### src/rtl/posit_pkg.sv
// posit_pkg: shared posit defaults and encoder state encoding.
package posit_pkg;
    localparam int N_DEF = 16;
    localparam int ES_DEF = 1;
    typedef enum logic [1:0] {IDLE, NORM, PACK, DONE} state_t;
endpackage

### src/rtl/posit_pack.sv
// posit_pack: turns a normalised {sign, scale, fraction} triple into a rounded, clamped posit.
module posit_pack #(
    parameter int N = 16,
    parameter int ES = 1,
    parameter int FW = 32,
    parameter int SW = 7
) (
    input  logic                 sign,
    input  logic                 zero,
    input  logic signed [SW-1:0] scale,
    input  logic [FW-2:0]        frac,
    output logic [N-1:0]         posit
);
    localparam int W = N + ES + FW + 1;
    localparam logic signed [SW-1:0] LIM = SW'((N - 2) << ES);
    localparam logic [N-1:0] MAXP = {1'b0, {(N-1){1'b1}}};
    localparam logic [N-1:0] MINP = N'(1);
    logic signed [SW-1:0] k;
    logic [SW-1:0] amt;
    logic [W-1:0] tmp, sh;
    logic [N-2:0] body;
    logic g, st;
    logic [N-1:0] rnd, mag;
    // Regime is seeded as "10" or "01" and stretched by shifting; N pad bits keep sticky exact.
    always_comb begin
        k = scale >>> ES;
        amt = k[SW-1] ? ~k : k;
        tmp = {~k[SW-1], k[SW-1], scale[ES-1:0], frac, {N{1'b0}}};
        sh = k[SW-1] ? tmp >> amt : $unsigned($signed(tmp) >>> amt);
        body = sh[W-1 -: N-1];
        g = sh[W-N];
        st = |sh[W-N-1:0];
        rnd = {1'b0, body} + N'(g & (st | body[0]));
        mag = zero ? '0
            : (scale > LIM || rnd[N-1]) ? MAXP
            : (scale < -LIM || rnd == '0) ? MINP
            : rnd;
        posit = sign ? -mag : mag;
    end
endmodule

### src/rtl/fixed_to_posit_enc.sv
// fixed_to_posit_enc: iterative signed fixed-point to posit encoder with valid/ready handshakes.
module fixed_to_posit_enc
    import posit_pkg::*;
#(
    parameter int FW = 32,
    parameter int FRAC = 16,
    parameter int N = N_DEF,
    parameter int ES = ES_DEF
) (
    input  logic          clk,
    input  logic          rst_n,
    input  logic          in_valid,
    output logic          in_ready,
    input  logic [FW-1:0] in_fixed,
    output logic          out_valid,
    input  logic          out_ready,
    output logic [N-1:0]  out_posit
);
    localparam int SW = $clog2(FW) + 2;
    state_t state, state_nx;
    logic sign, zero;
    logic [FW-1:0] mag;
    logic signed [SW-1:0] scale;
    logic [N-1:0] packed_posit;

    assign in_ready = state == IDLE;
    assign out_valid = state == DONE;

    always_comb begin
        state_nx = state;
        case (state)
            IDLE: state_nx = in_valid ? NORM : IDLE;
            NORM: state_nx = (mag == '0 || mag[FW-1]) ? PACK : NORM;
            PACK: state_nx = DONE;
            DONE: state_nx = out_ready ? IDLE : DONE;
            default: state_nx = IDLE;
        endcase
    end

    always_ff @(posedge clk or negedge rst_n) begin
        if (!rst_n) begin
            state <= IDLE;
            sign <= 1'b0;
            zero <= 1'b0;
            mag <= '0;
            scale <= '0;
            out_posit <= '0;
        end else begin
            state <= state_nx;
            if (state == IDLE && in_valid) begin
                sign <= in_fixed[FW-1];
                zero <= 1'b0;
                mag <= in_fixed[FW-1] ? -in_fixed : in_fixed;
                scale <= SW'(FW - 1 - FRAC);
            end
            if (state == NORM && mag == '0) zero <= 1'b1;
            if (state == NORM && mag != '0 && !mag[FW-1]) begin
                mag <= mag << 1;
                scale <= scale - 1'b1;
            end
            if (state == PACK) out_posit <= packed_posit;
        end
    end

    posit_pack #(.N(N), .ES(ES), .FW(FW), .SW(SW)) u_pack (
        .sign(sign),
        .zero(zero),
        .scale(scale),
        .frac(mag[FW-2:0]),
        .posit(packed_posit)
    );
endmodule

### config.mk
export PLATFORM = sky130hd
export DESIGN_NAME = fixed_to_posit_enc
export DESIGN_NICKNAME = d
export VERILOG_FILES = /design/src/rtl/posit_pkg.sv /design/src/rtl/posit_pack.sv /design/src/rtl/fixed_to_posit_enc.sv
export SDC_FILE = /design/constraint.sdc
export NUM_CORES = 1
export LEC_CHECK = 0
export ABC_CLOCK_PERIOD_IN_PS = 8500
export BUFFER_PORTS_ARGS = -buffer_cell sky130_fd_sc_hd__clkbuf_2
export CAP_MARGIN = 30
export CORE_ASPECT_RATIO = 1.4
export CORE_UTILIZATION = 46
export DETAILED_ROUTE_END_ITERATION = 8
export GPL_ROUTABILITY_DRIVEN = 0
export SLEW_MARGIN = 20
export SYNTH_ARGS = -nofsm -noshare
export SYNTH_HDL_FRONTEND = slang
export SYNTH_HIERARCHICAL = 1
export SYNTH_SLANG_ARGS = --single-unit
### constraint.sdc
create_clock -name clk -period 8.5 [get_ports clk]
set_input_delay 1.7 -clock clk [delete_from_list [all_inputs] [get_ports clk]]
set_output_delay 1.7 -clock clk [all_outputs]
set_load 0.01 [all_outputs]
==> flow_metrics.tcl, run 1 <==
set metrics [dict create \
    fin_nets 983 \
    dpl_cell_area_um2 7690 \
    top_layer "met4" \
    max_freq_mhz 148 \
    htree_levels 3 \
    grt.overflow.total 0 \
    status "finished clean" \
    grt_pass1_vias 7229 \
    reg2reg_to "out_posit[10]" \
    r2r_cells 23 \
    critical_path_required_ns 8.72 \
    min_delay_path_depth 1 \
    route.detailed.drc 0 \
    synth_edf_count 0 \
    postRouteWirelength_mm 23.4 \
    cts-root-buf "clkbuf_16" \
    diodes 0 \
    powerDensity_nw_per_um2 425 \
    min_from "out_posit[9]" \
    route.met3.wl_mm 1.34 \
    fin_area_um2 8030 \
    dp_hpwl_mm 16.9 \
    crit_path_end_kind "register" \
    setup_tns_ns 0 \
    cts_num_sinks 59 \
    io_pins 54 \
    clock_path_buffers 2 \
    wl_met2_mm 11.6 \
    avgSynthCellArea_um2 8.03 \
    whs_ns 0.503 \
    syn_nets 975 \
    track_usage_pct 28.9 \
    viasPerCell 6.70 \
    cp-start-kind "register" \
    drive_gt1_share_pct 16.6 \
    drv_cap 0 \
    ff2ff_setup_slack_ns 1.73 \
    worst_slew_pin_slew_ns 0.917 \
    wl_met1_mm 9.30 \
    rsz0062_at_grt "no" \
    dp.cells 1121 \
    yosysTopAreaCellShare_pct 19.7 \
    cts-hold-fix-buffers 0 \
    p_leak_nw 3.28 \
    setup_viol 0 \
    wl_per_cell_um 20.5 \
    vdd_drop_max_mv 0.145 \
    min_period_ns 6.77 \
    critical_path.max_stage_delay_ns 0.93 \
    cts_setup_buffers 0 \
    drt-pass1-iter-count 5 \
    io_buffers 53 \
    antenna_found_initial 0 \
    yosysTopAreaCell "dfrtp_1" \
    synthToLayoutAreaGrowth_pct 7.41 \
    die_h_um 153 \
    ys_ff_latch 59 \
    whs_endpoint "out_posit[9]" \
    ys_types 96 \
    cts_buffers 9 \
    synthCells 931 \
    drt_iter0_markers 557 \
    fin_skew_ns 0.00778 \
    utilization_pct 51.0 \
    worst-path-max-fanout 40 \
    yosys_warnings 6 \
    min_period_over_period_pct 79.6 \
    hold_viol 0 \
    grt_pass1_wl_mm 38.1 \
    crit_type "register to register" \
    cts_resized 0 \
    start_util_pct 47.5 \
    hold_class "register to register" \
    crit_arrival_ns 6.99 \
    rows 54 \
    relSlewSlack_pct 38.5 \
    die_w_um 110 \
    n_fill_cell 1560 \
    final_cell_mix "nand2_1, nor2_1, dfrtp_1" \
    ant_nets 0 \
    clkSlewWorstSetupHoldPaths_ns 0.06 \
    ys.flop_type "dfrtp_1" \
    vias 7639 \
    grt_max_degree 60 \
    finalNonFillerCells 1140 \
    synth_area_leaders "dfrtp_1, mux2i_1, nand2_1" \
    syn_area_um2 7480 \
    worstReg2RegStart "scale[1]" \
    synth.yosys.seq_area_share_pct 19.7 \
    cts_tree "built" \
    clock_latency_ns 0.33 \
    layout_commonest_cell "nand2_1" \
    core_um2 15700 \
    crit_chain "inv_1 -> ha_2 -> mux2i_1 -> mux4_2 -> a21boi_1 -> a221o_1 -> and3b_1 -> ha_1 -> inv_1 -> a2111o_1 -> nor2_1 -> nand3_1 -> a2111oi_2 -> and4_1 -> and2_1 -> nor2_1 -> a21o_1 -> ha_1 -> nand4_1 -> or2_1 -> o21ai_1 -> xor2_1 -> mux2_2" \
    cp_slowest_cell "ha_2" \
    die_area_um2 16800 \
    async_reset_ff_share_pct 100 \
    slew_viol_final 0 \
]
-- routing by layer --
| layer | GRT usage, % | up-vias |
|---|---|---|
| li1 | - | 3603 |
| met1 | 35.9 | 3620 |
| met4 | 16.9 | 0 |
| met2 | 47.6 | 332 |
| met3 | 3.24 | 84 |
| met5 | 0 | - |
-- Yosys cell counts (all sizes together), types with 15 or more instances --
cell type / n
a21oi: 48
a221o: 19
buf: 34
clkbuf: 38
dfrtp: 59
inv: 31
mux2: 28
mux2i: 43
nand2: 87
nand3: 33
nor2: 80
nor3: 29
nor4: 21
o21ai: 53
o221ai: 15
o31ai: 20
xnor2: 24
xor2: 31
-- through the flow --
step | setup slack, ns | power, mW
2_1_floorplan | 2.46 | 2.43
3_3_place_gp | 2.01 | 2.96
3_5_place_dp | 1.89 | 2.96
4_1_cts | 1.79 | 3.36
5_1_grt | 1.20 | 3.67
6_report | 1.73 | 3.41
-- power breakdown --
group	internal, mW	switching, mW
Sequential	0.409	0.233
Combinational	0.997	1.40
Clock	0.235	0.140
-- final cells by class --
type                    count  area [um^2]  area share (%)
clock buffers              10          239            2.97
clock inverters             6         63.8           0.794
inverters                  33          124            1.54
multi-input cells         767         5480            68.2
flip-flops and latches     59         1480            18.4
well taps                 196          245            3.05
repair buffers             69          405            5.05
-- worst max-delay path: cells and delay by family, from the launching register on --
family | cells | cell delay (ns)
and+or+nand+nor | 8 | 1.73
adders and majority gates | 3 | 1.45
AOI/OAI and AO/OA | 6 | 1.43
muxes | 3 | 1.15
DFF | 1 | 0.50
xor gates and xnor gates | 1 | 0.19
buffers and inverters | 2 | 0.17
-- sequential cells by signal (all words and copies together), names as in the netlist --
| register | cells |
|---|---|
| scale | 7 |
| out_posit | 16 |
| sign | 1 |
| zero | 1 |
| state | 2 |
| mag | 32 |
-- cell families (layout without fill, tap and decap cells) --
family | after synthesis | in the layout | synth area share (%)
muxes | 82 | 82 | 13.3
buffers and inverters | 105 | 118 | 7.04
DFF | 59 | 59 | 19.7
and+or+nand+nor | 336 | 336 | 22.6
AOI/OAI and AO/OA | 286 | 286 | 28.9
xor gates and xnor gates | 55 | 55 | 6.99
adders and majority gates | 8 | 8 | 1.34
-- worst max path at each step --
stage	end	cells past startpoint	start	slack [ns]
final	out_posit[10]	23	scale[1]	1.73
after global routing	out_posit[8]	23	scale[1]	1.20
after CTS	out_posit[10]	24	scale[1]	1.79
after detailed placement	out_posit[10]	24	scale[1]	1.89
after global placement	out_posit[10]	24	scale[1]	2.01
after floorplan	out_posit[10]	29	scale[6]	2.46
Power figures use the tool's default switching activity.
==> run 2: changes to the inputs <==
--- a/config.mk
+++ b/config.mk
@@ -5,13 +5,14 @@
 export SDC_FILE = /design/constraint.sdc
 export NUM_CORES = 1
 export LEC_CHECK = 0
-export ABC_CLOCK_PERIOD_IN_PS = 8500
+export ABC_CLOCK_PERIOD_IN_PS = 5660
 export BUFFER_PORTS_ARGS = -buffer_cell sky130_fd_sc_hd__clkbuf_2
 export CAP_MARGIN = 30
 export CORE_ASPECT_RATIO = 1.4
 export CORE_UTILIZATION = 46
 export DETAILED_ROUTE_END_ITERATION = 8
 export GPL_ROUTABILITY_DRIVEN = 0
+export PLACE_DENSITY = 0.66
 export SLEW_MARGIN = 20
 export SYNTH_ARGS = -nofsm -noshare
 export SYNTH_HDL_FRONTEND = slang
==> constraint.sdc (replaced) <==
create_clock -name clk -period 5.66 [get_ports clk]
set_input_delay 1.132 -clock clk [delete_from_list [all_inputs] [get_ports clk]]
set_output_delay 1.132 -clock clk [all_outputs]
set_load 0.01 [all_outputs]
==> flow_metrics.tcl, run 2 (same netlist as run 1, synthesis figures left out) <==
set metrics [dict create \
    whs_endpoint "out_posit[0]" \
    die_h_um 153 \
    max_freq_mhz 184 \
    clock_latency_ns 0.34 \
    cts_tree "built" \
    min_period_ns 5.44 \
    diodes 0 \
    setup_viol 0 \
    dpl_cell_area_um2 8020 \
    start_util_pct 47.5 \
    reg2reg_to "out_posit[10]" \
    grt_pass1_vias 7342 \
    io_pins 54 \
    ff2ff_setup_slack_ns 0.22 \
    cp-start-kind "register" \
    ant_nets 0 \
    route.detailed.drc 0 \
    vias 7909 \
    wl_per_cell_um 20.3 \
    hold_viol 0 \
    layout_commonest_cell "nand2_1" \
    hold_class "register to register" \
    worstReg2RegStart "scale[6]" \
    cts_num_sinks 59 \
    die_w_um 110 \
    powerDensity_nw_per_um2 643 \
    drive_gt1_share_pct 20.4 \
    io_buffers 53 \
    top_regs "mag: 32 flops, out_posit: 16 flops, scale: 7 flops" \
    crit_type "register to register" \
    critical_path.max_stage_delay_ns 0.51 \
    cts-root-buf "clkbuf_16" \
    fin_nets 1023 \
    p_leak_nw 3.50 \
    antenna_found_initial 0 \
    min_from "out_posit[0]" \
    min_delay_path_depth 1 \
    final_cell_mix "nand2_1, nor2_1, dfrtp_1" \
    fin_area_um2 8390 \
    rows 54 \
    dp_hpwl_mm 17.6 \
    worst-path-max-fanout 11 \
    worst_slew_pin_slew_ns 0.945 \
    fin_skew_ns 0.00928 \
    crit_arrival_ns 5.66 \
    cts_buffers 9 \
    synthToLayoutAreaGrowth_pct 12.2 \
    clock_path_buffers 2 \
    htree_levels 3 \
    status "finished clean" \
    critical_path_required_ns 5.89 \
    r2r_cells 24 \
    drv_cap 0 \
    largest_reg_flops 32 \
    viasPerCell 6.70 \
    slew_viol_final 0 \
    clkSlewWorstSetupHoldPaths_ns 0.06 \
    setup_tns_ns 0 \
    drt_iter0_markers 694 \
    track_usage_pct 29.8 \
    crit_chain "inv_4 -> ha_4 -> buf_6 -> mux2_2 -> mux4_2 -> a21oi_1 -> a21oi_1 -> and3b_1 -> ha_2 -> inv_1 -> a2111o_1 -> nor2_4 -> or4_1 -> nand3_1 -> and4_1 -> and2_1 -> nor2_1 -> a21o_1 -> ha_1 -> nand4_1 -> or2_1 -> o21ai_1 -> xor2_1 -> mux2_2" \
    cts-hold-fix-buffers 0 \
    grt_max_degree 60 \
    grt_pass1_wl_mm 39.0 \
    vdd_drop_max_mv 0.227 \
    relSlewSlack_pct 35.4 \
    crit_path_end_kind "register" \
    die_area_um2 16800 \
    postRouteWirelength_mm 23.9 \
    top_register "mag" \
    min_period_over_period_pct 96.1 \
    grt.overflow.total 0 \
    core_um2 15700 \
    cp_slowest_cell "or4_1" \
    drt-pass1-iter-count 5 \
]
==> run 2: cell count changes in the layout (fill, tap and decap cells not counted), sizes merged <==
cell and delta:
buf +41, clkinv +2, clkinvlp -2, bufinv +1
clkbuf -2
==> run 2: how the worst max path moves through the flow <==
stage	start	endpoint
final	scale[6]	out_posit[10]
after global routing	scale[6]	out_posit[14]
after CTS	scale[6]	out_posit[10]
after global placement	scale[6]	out_posit[10]
after detailed placement	scale[6]	out_posit[10]
after floorplan	scale[6]	out_posit[10]
==> run 2: timing repair <==
action                     in CTS  in global routing
setup buffers                   0                  3
gates resized for setup         0                  3
setup endpoints to repair       0                  6
==> run 2: through the flow <==
step,hold slack [ns],worst slack [ns],total power [mW],util (%),instances
2_1_floorplan,0.444,0.00970,3.66,-,931
3_3_place_gp,0.488,0.256,4.63,51.0,1161
3_5_place_dp,0.493,0.168,4.67,51.0,1161
4_1_cts,0.507,0.147,5.30,53.0,1177
5_1_grt,0.522,-0.0394,5.77,53.3,1180
6_report,0.505,0.223,5.40,53.3,1180
==> run 2: critical path, delay by kind of cell, from the launching register on <==
family | cells | cell delay, ns
XOR/XNOR | 1 | 0.19
AND/OR/NAND/NOR | 9 | 1.73
adder cells (fa/ha/maj) | 3 | 0.81
multiplexers | 3 | 1.15
AO/OA/AOI/OAI | 5 | 0.73
flip-flops | 1 | 0.39
buffers and inverters | 3 | 0.32
==> run 2: layout make-up <==
type / count / area [um^2]
sequential: 59 / 1480
clock buffer: 9 / 225
inverter: 33 / 126
clock inverter: 7 / 100
timing repair buffer: 109 / 702
multi-input combinational: 767 / 5510
tap: 196 / 245
fill: 1514 / 7350
==> run 2: where the power goes <==
part | leakage, nW | total (mW) | internal, mW | switching [mW]
Combinational | 2.62 | 3.85 | 1.66 | 2.19
Sequential | 0.716 | 0.941 | 0.615 | 0.325
Clock | 0.160 | 0.607 | 0.388 | 0.218
==> run 2: layer usage <==
layer | wire length, um | track usage, %
met1 | 9250 | 37.3
met2 | 12000 | 49.5
met3 | 1500 | 3.45
met4 | 1230 | 15.7
met5 | 0 | 0
==> run 3: changes to the inputs <==
--- a/config.mk
+++ b/config.mk
@@ -5,13 +5,13 @@
 export SDC_FILE = /design/constraint.sdc
 export NUM_CORES = 1
 export LEC_CHECK = 0
-export ABC_CLOCK_PERIOD_IN_PS = 5660
 export BUFFER_PORTS_ARGS = -buffer_cell sky130_fd_sc_hd__clkbuf_2
 export CAP_MARGIN = 30
 export CORE_ASPECT_RATIO = 1.4
 export CORE_UTILIZATION = 46
 export DETAILED_ROUTE_END_ITERATION = 8
 export GPL_ROUTABILITY_DRIVEN = 0
+export MAX_ROUTING_LAYER = met4
 export PLACE_DENSITY = 0.66
 export SLEW_MARGIN = 20
 export SYNTH_ARGS = -nofsm -noshare
==> constraint.sdc (replaced) <==
create_clock -name clk -period 5.66 [get_ports clk]
set_input_delay 0.283 -clock clk [delete_from_list [all_inputs] [get_ports clk]]
set_output_delay 0.283 -clock clk [all_outputs]
set_load 0.01 [all_outputs]
==> flow_metrics.tcl, run 3 (same netlist as run 1, synthesis figures left out) <==
set metrics [dict create \
    status "finished clean" \
    largest_reg_flops 32 \
    grt_pass1_vias 7310 \
    hold_viol 0 \
    io_pins 54 \
    htree_levels 3 \
    drive_gt1_share_pct 20.4 \
    antenna_found_initial 0 \
    route.detailed.drc 0 \
    r2r_cells 24 \
    worst_slack_ns 0.228 \
    ff2ff_setup_slack_ns 0.23 \
    start_util_pct 47.5 \
    slew_viol_final 0 \
    hold_class "primary input to asynchronous set/reset pin" \
    powerDensity_nw_per_um2 642 \
    synthToLayoutAreaGrowth_pct 12.2 \
    grt_pass1_wl_mm 39.0 \
    clkSlewWorstSetupHoldPaths_ns 0.06 \
    critical_path_required_ns 5.89 \
    vias 7836 \
    die_area_um2 16800 \
    io_buffers 53 \
    min_period_over_period_pct 96.0 \
    track_usage_pct 30.6 \
    crit_type "register to register" \
    drt_iter0_markers 662 \
    cp-start-kind "register" \
    cts_buffers 9 \
    top_register "mag" \
    fin_skew_ns 0.0135 \
    power_mw 5.39 \
    crit_path_end_kind "register" \
    worstSetupStartpoint "scale[6]" \
    fin_area_um2 8390 \
    ant_nets 0 \
    core_um2 15700 \
    die_h_um 153 \
    postRouteWirelength_mm 23.9 \
    clock_path_buffers 2 \
    wl_per_cell_um 20.2 \
    drv_cap 0 \
    dp_hpwl_mm 17.6 \
    setup_viol 0 \
    fin_nets 1023 \
    worstReg2RegStart "scale[6]" \
    layout_commonest_cell "nand2_1" \
    post-place-ws_ns 0.168 \
    diodes 0 \
    viasPerCell 6.64 \
    grt_max_degree 60 \
    vdd_drop_max_mv 0.227 \
    final_cell_mix "nand2_1, nor2_1, dfrtp_1" \
    reg2reg_to "out_posit[10]" \
    drt-pass1-iter-count 5 \
    relSlewSlack_pct 36.7 \
    rows 54 \
    dpl_cell_area_um2 8020 \
    worst_slew_pin_slew_ns 0.925 \
    crit_arrival_ns 5.66 \
    p_leak_nw 3.50 \
    clock_latency_ns 0.34 \
    max_freq_mhz 184 \
    grt.overflow.total 0 \
    top_regs "mag: 32 flops, out_posit: 16 flops, scale: 7 flops" \
    min_period_ns 5.43 \
    cts-root-buf "clkbuf_16" \
    die_w_um 110 \
    worst-path-max-fanout 11 \
    setup_tns_ns 0 \
    cts_num_sinks 59 \
    cts_tree "built" \
]
[run 3: cell counts in the layout (fill, tap and decap cells not counted)]
No cell type changed its count.
[run 3: stage by stage]
| stage | hold slack (ns) | std cells | util, % |
|---|---|---|---|
| 2_1_floorplan | -0.0126 | 931 | - |
| 3_3_place_gp | 0.473 | 1161 | 51.0 |
| 3_5_place_dp | 0.491 | 1161 | 51.0 |
| 4_1_cts | 0.126 | 1177 | 53.0 |
| 5_1_grt | 0.133 | 1180 | 53.3 |
| 6_report | 0.0917 | 1180 | 53.3 |
[run 3: repair_timing]
action	CTS	global route
resized for setup	0	3
setup buffers	0	3
hold buffers	0	0
setup endpoints to repair	0	6
[run 3: final cells by class]
cell class / count / area (um^2)
Fill cell: 1514 / 7350
Multi-Input combinational cell: 767 / 5510
Sequential cell: 59 / 1480
Timing Repair Buffer: 109 / 702
Tap cell: 196 / 245
Clock buffer: 9 / 225
Inverter: 33 / 126
Clock inverter: 7 / 100
[run 3: worst max path at each step]
stage | end | slack (ns) | cells past startpoint
2_1_floorplan | out_posit[10] | 0.01 | 28
3_5_place_dp | out_posit[10] | 0.17 | 24
6_report | out_posit[10] | 0.23 | 24
5_1_grt | out_posit[10] | -0.03 | 23
3_3_place_gp | out_posit[10] | 0.26 | 24
4_1_cts | out_posit[10] | 0.15 | 24
[run 3: power by group]
group          switching, mW  internal, mW  total, mW
logic                   2.18          1.66       3.84
clock network          0.217         0.388      0.605
registers              0.326         0.615      0.941
[run 3: critical path: stages, from the launching register on]
cell	delay (ns)
dfrtp_2	0.39
inv_4	0.05
ha_4	0.36
buf_6	0.18
mux2_2	0.40
mux4_2	0.49
a21oi_1	0.14
a21oi_1	0.07
and3b_1	0.24
ha_2	0.22
inv_1	0.09
a2111o_1	0.24
nor2_4	0.09
or4_1	0.51
nand3_1	0.10
and4_1	0.24
and2_1	0.20
nor2_1	0.07
a21o_1	0.20
ha_1	0.22
nand4_1	0.13
or2_1	0.15
o21ai_1	0.09
xor2_1	0.19
mux2_2	0.26
[run 3: per-layer routing]
metal	global-route usage [%]	vias to the layer above	routed length, um
met2	49.6	394	12000
met3	3.80	82	1440
li1	-	3674	-
met5	-	-	0
met4	14.9	0	1100
met1	37.2	3686	9260
